File: config.mk
export PLATFORM = sky130hd
export DESIGN_NAME = ksa_swap
export DESIGN_NICKNAME = d
export VERILOG_FILES = /design/src/rtl/ksa_swap.sv
export SDC_FILE = /design/constraint.sdc
export NUM_CORES = 1
export LEC_CHECK = 0
export CORE_ASPECT_RATIO = 2
export CORE_UTILIZATION = 55
export CTS_CLUSTER_SIZE = 20
export DETAILED_ROUTE_END_ITERATION = 8
export PLACE_DENSITY = 0.82
export SLEW_MARGIN = 20
export SYNTH_ARGS = -nofsm -noshare
export SYNTH_HDL_FRONTEND = slang
export SYNTH_SLANG_ARGS = --single-unit
File: constraint.sdc
create_clock -name clk -period 7.9 [get_ports clk]
set_input_delay 1.975 -clock clk [delete_from_list [all_inputs] [get_ports clk]]
set_output_delay 1.975 -clock clk [all_outputs]
set_load 0.05 [all_outputs]
File: src/rtl/ksa_swap.sv
// RC4 key-scheduling stage.
// Walks i over 0..255 and performs j = j + s[i] + key[i mod KEY_BYTES] and
// swap(s[i], s[j]) against a shared 256x8 synchronous S memory. Each
// iteration takes six cycles: read s[i], capture it, read s[j], capture it,
// write s[i], write s[j]. The memory-side interface matches the
// initialiser's, so the top level can mux the two blocks by task_on.
module ksa_swap #(
  parameter int KEY_BYTES = 3
) (
  input  logic                   clk,
  input  logic                   rst,
  input  logic                   start,
  input  logic [8*KEY_BYTES-1:0] key,
  input  logic [7:0]             q,
  output logic [7:0]             address,
  output logic [7:0]             data,
  output logic                   wr_en,
  output logic                   task_on,
  output logic                   fin_strobe
);

  localparam int KIW = (KEY_BYTES > 1) ? $clog2(KEY_BYTES) : 1;
  localparam logic [KIW-1:0] KIDX_LAST = KIW'(KEY_BYTES - 1);

  typedef enum logic [2:0] {
    IDLE  = 3'd0,
    RD_I  = 3'd1,
    GET_I = 3'd2,
    RD_J  = 3'd3,
    GET_J = 3'd4,
    WR_I  = 3'd5,
    WR_J  = 3'd6,
    DONE  = 3'd7
  } state_t;

  state_t state;
  state_t state_nxt;

  logic [7:0]             i_q;
  logic [7:0]             j_q;
  logic [7:0]             si_q;
  logic [7:0]             sj_q;
  logic [KIW-1:0]         key_idx;
  logic [8*KEY_BYTES-1:0] key_q;

  // Key byte 0 sits in the most significant byte of the key vector.
  function automatic logic [7:0] key_byte(input logic [8*KEY_BYTES-1:0] k,
                                          input logic [KIW-1:0]         idx);
    logic [7:0] r;
    r = 8'd0;
    for (int b = 0; b < KEY_BYTES; b++) begin
      if (idx == KIW'(b)) r = k[8*(KEY_BYTES-1-b) +: 8];
    end
    return r;
  endfunction

  // Index arithmetic wraps modulo 256; there is deliberately no saturation.
  function automatic logic [7:0] wrap_add3(input logic [7:0] a,
                                           input logic [7:0] b,
                                           input logic [7:0] c);
    logic [7:0] r;
    r = a + b + c;
    return r;
  endfunction

  // Key index is a plain modulo counter so no divider is needed for i mod KEY_BYTES.
  function automatic logic [KIW-1:0] next_key_idx(input logic [KIW-1:0] idx);
    logic [KIW-1:0] r;
    if (idx == KIDX_LAST) r = '0;
    else                  r = idx + KIW'(1);
    return r;
  endfunction

  // State register; reset aborts any run and returns to IDLE at once.
  always_ff @(posedge clk or posedge rst) begin
    if (rst) state <= IDLE;
    else     state <= state_nxt;
  end

  // Next-state sequencing: six states per iteration, DONE after i==255.
  always_comb begin
    state_nxt = state;
    unique case (state)
      IDLE:    if (start) state_nxt = RD_I;
      RD_I:    state_nxt = GET_I;
      GET_I:   state_nxt = RD_J;
      RD_J:    state_nxt = GET_J;
      GET_J:   state_nxt = WR_I;
      WR_I:    state_nxt = WR_J;
      WR_J:    state_nxt = (i_q == 8'hFF) ? DONE : RD_I;
      DONE:    state_nxt = IDLE;
      default: state_nxt = IDLE;
    endcase
  end

  // Index, swap operands and latched key; the key copy makes mid-run key changes harmless.
  always_ff @(posedge clk or posedge rst) begin
    if (rst) begin
      i_q     <= 8'd0;
      j_q     <= 8'd0;
      si_q    <= 8'd0;
      sj_q    <= 8'd0;
      key_idx <= '0;
      key_q   <= '0;
    end else begin
      unique case (state)
        IDLE: begin
          if (start) begin
            i_q     <= 8'd0;
            j_q     <= 8'd0;
            key_idx <= '0;
            key_q   <= key;
          end
        end
        GET_I: begin
          si_q <= q;
          j_q  <= wrap_add3(j_q, q, key_byte(key_q, key_idx));
        end
        GET_J: begin
          sj_q <= q;
        end
        WR_J: begin
          if (i_q != 8'hFF) begin
            i_q     <= i_q + 8'd1;
            key_idx <= next_key_idx(key_idx);
          end
        end
        default: begin
        end
      endcase
    end
  end

  // Memory-side outputs decoded from state and registers only (q never reaches an output).
  always_comb begin
    address    = 8'd0;
    data       = 8'd0;
    wr_en      = 1'b0;
    task_on    = 1'b0;
    fin_strobe = 1'b0;
    unique case (state)
      IDLE: begin
      end
      RD_I, GET_I: begin
        address = i_q;
        task_on = 1'b1;
      end
      RD_J, GET_J: begin
        address = j_q;
        task_on = 1'b1;
      end
      WR_I: begin
        address = i_q;
        data    = sj_q;
        wr_en   = 1'b1;
        task_on = 1'b1;
      end
      WR_J: begin
        address = j_q;
        data    = si_q;
        wr_en   = 1'b1;
        task_on = 1'b1;
      end
      DONE: begin
        fin_strobe = 1'b1;
      end
      default: begin
      end
    endcase
  end

endmodule

==> results.json <==
{
  "status": "complete, no violations",
  "postCtsHoldBufs": 0,
  "synth_top_flop_cell": "dfrtp_1",
  "viasPerCell": 5.80,
  "clk_path_buf_depth": 2,
  "async_flop_share_pct": 100,
  "fillers": 402,
  "port-buffer-count": 53,
  "core-area_um2": 5710,
  "start_util_pct": 56.9,
  "synth_area_per_cell_um2": 11.7,
  "ios": 54,
  "startpoint_type": "flop",
  "min_period_ns": 4.92,
  "grt_pass1_vias": 2364,
  "dr.pass1.iters": 4,
  "synth_area_um2": 3250,
  "stdcell_count": 393,
  "crit_fanout": 17,
  "skew_ns": 0.00453,
  "p_per_area_nw_per_um2": 477,
  "cts-root-buf": "clkbuf_16",
  "setup_tns_ns": 0,
  "rows": 39,
  "seq_area_frac_synth_pct": 47.0,
  "slew_violations": 0,
  "syn_to_final_growth_pct": 25.3,
  "die_width_um": 56.4,
  "synth_edf_count": 0,
  "cts_resized": 0,
  "cp_data_arrival_time_ns": 2.95,
  "dp_cells": 378,
  "synth_cell_types": 39,
  "grt_pass1_wl_mm": 11.0,
  "setup_viol": 0,
  "synth_top_cell_area_share_pct": 47.0,
  "antenna_found_initial": 0,
  "dp_hpwl_mm": 4.86,
  "syn_nets": 328,
  "cp.required_ns": 5.93,
  "wl_per_cell_um": 16.9,
  "fp.dieH_um": 111,
  "syn_inst": 278,
  "grt_max_degree": 62,
  "slew_headroom_pct": 48.4,
  "place.gp.congestion": 0.811,
  "drtAntennaViolNets": 0,
  "grt_overflow": 0,
  "cp-end-kind": "output pin",
  "grt.total_usage_pct": 23.8,
  "drc": 0,
  "cts_tree": "built",
  "nets": 378,
  "peakVddDrop_mv": 0.381,
  "leakage_uw": 0.00171,
  "hold_class": "flop to flop",
  "htree_levels": 3,
  "drive_gt1_share_pct": 19.6,
  "antenna_cells": 0,
  "drt_iter0_drc": 72,
  "hold_viol": 0,
  "ys_top_cells_by_area": "dfrtp_1 47%, mux2_2 15%, fa_1 4.9%, a22o_1 3.8%, mux2i_1 2.8%",
  "fin_crit_sh_pct": 62.3,
  "synth_seq_cells": 61,
  "whs_ns": 0.498,
  "post-cts-setup-buffers": 0,
  "wl_mm": 6.64,
  "yosys_warnings": 0,
  "clock.fmax_mhz": 203,
  "worst_slew_pin_slew_ns": 0.773,
  "clkSinkCount": 61,
  "cts-buffers-inserted": 9,
  "p_total_uw": 1950,
  "vias": 2280,
  "grt_setup_unrepaired": "no",
  "cap_violations": 0,
  "path_clk_slew_ns": 0.05,
  "crit_type": "flop to output pin",
  "worstSkewPairLatency_ns": 0.32,
  "synth_top_area_cell": "dfrtp_1",
  "dieArea_um2": 6240
}
kinds of logic after synthesis:
kind of cell | synth area share [%]
adder cells (fa/ha/maj) | 7.62
AND/OR/NAND/NOR | 11.4
AO/OA/AOI/OAI | 9.85
multiplexers | 17.3
flip-flops | 47.0
buffers and inverters | 3.31
XOR/XNOR | 3.50
registers in the layout (all words and copies together) (netlist names):
signal   count
key_q       24
si_q         8
sj_q         8
j_q          8
key_idx      2
state        3
i_q          8
metrics by stage:
stage	setup WS [ns]	cell area (µm²)	util [%]
after floorplan	4.03	3250	-
after global routing	2.83	4070	71.4
after detailed placement	3.32	3790	66.5
after global placement	3.37	3790	66.5
after CTS	2.97	4070	71.4
final	2.98	4070	71.4
worst paths after layout:
kind                                  from         end  slack (ns)  depth (start not counted)
worst max-delay path              state[0]  address[0]        2.98                          5
worst min-delay path                j_q[7]      j_q[7]        0.50                          1
worst max register to register  key_idx[0]      j_q[7]        4.57                         12
worst min register to register      j_q[7]      j_q[7]        0.50                          1
max in group asynchronous              rst      j_q[7]        5.19                          3
min in group asynchronous              rst     sj_q[4]        2.20                          3
cell usage in the layout (no fill, tap or decap), types with 5 or more instances in the layout:
cell type | synthesis | final
clkdlybuf4s50_1 | 0 | 53
nand2_1 | 22 | 22
fa_1 | 8 | 8
ha_1 | 7 | 7
xnor2_1 | 8 | 8
a22o_1 | 14 | 14
o21ai_0 | 7 | 7
xor2_1 | 5 | 5
inv_1 | 8 | 7
mux2_2 | 42 | 42
nor2b_1 | 12 | 12
clkbuf_16 | 0 | 9
nor2_1 | 14 | 14
a22oi_1 | 8 | 8
dfrtp_1 | 61 | 61
mux2i_1 | 9 | 9
synth_stat cells (7+ instances only):
| cell | number |
|---|---|
| nand2_1 | 22 |
| xnor2_1 | 8 |
| inv_1 | 8 |
| nor2b_1 | 12 |
| a22o_1 | 14 |
| ha_1 | 7 |
| o21ai_0 | 7 |
| nor2_1 | 14 |
| mux2i_1 | 9 |
| mux2_2 | 42 |
| fa_1 | 8 |
| buf_2 | 8 |
| a22oi_1 | 8 |
| dfrtp_1 | 61 |
area by class of cell:
cell class                 instances  area, µm²  area share (%)
clock buffer                      14        274            6.73
inverter                           8       30.0           0.737
sequential                        61       1530            37.5
multi-input combinational        193       1620            39.7
timing repair buffer              55        546            13.4
tap                               61       76.3            1.87
clock inverter                     1       5.00           0.123
routing by layer:
layer	up-vias	global-route usage (%)	share of wire (%)
met2	57	42.0	56
li1	1078	-	-
met4	0	14.5	3.7
met3	20	3.97	3.0
met1	1125	25.7	37
met5	-	0	0
where the power goes:
part           leakage (µW)  switching [µW]  internal (µW)
Combinational      0.000818             517            490
Clock              0.000139             120            235
Sequential         0.000750             129            454
Total               0.00171             766           1180
critical path, stage by stage, from the launching register on:
cell and delay [ns]:
dfrtp_1 0.47, nand2b_1 0.24, nor2_2 0.62, or2_2 0.32, a22o_1 0.16, clkdlybuf4s50_1 0.80
Power figures use the tool's default switching activity.
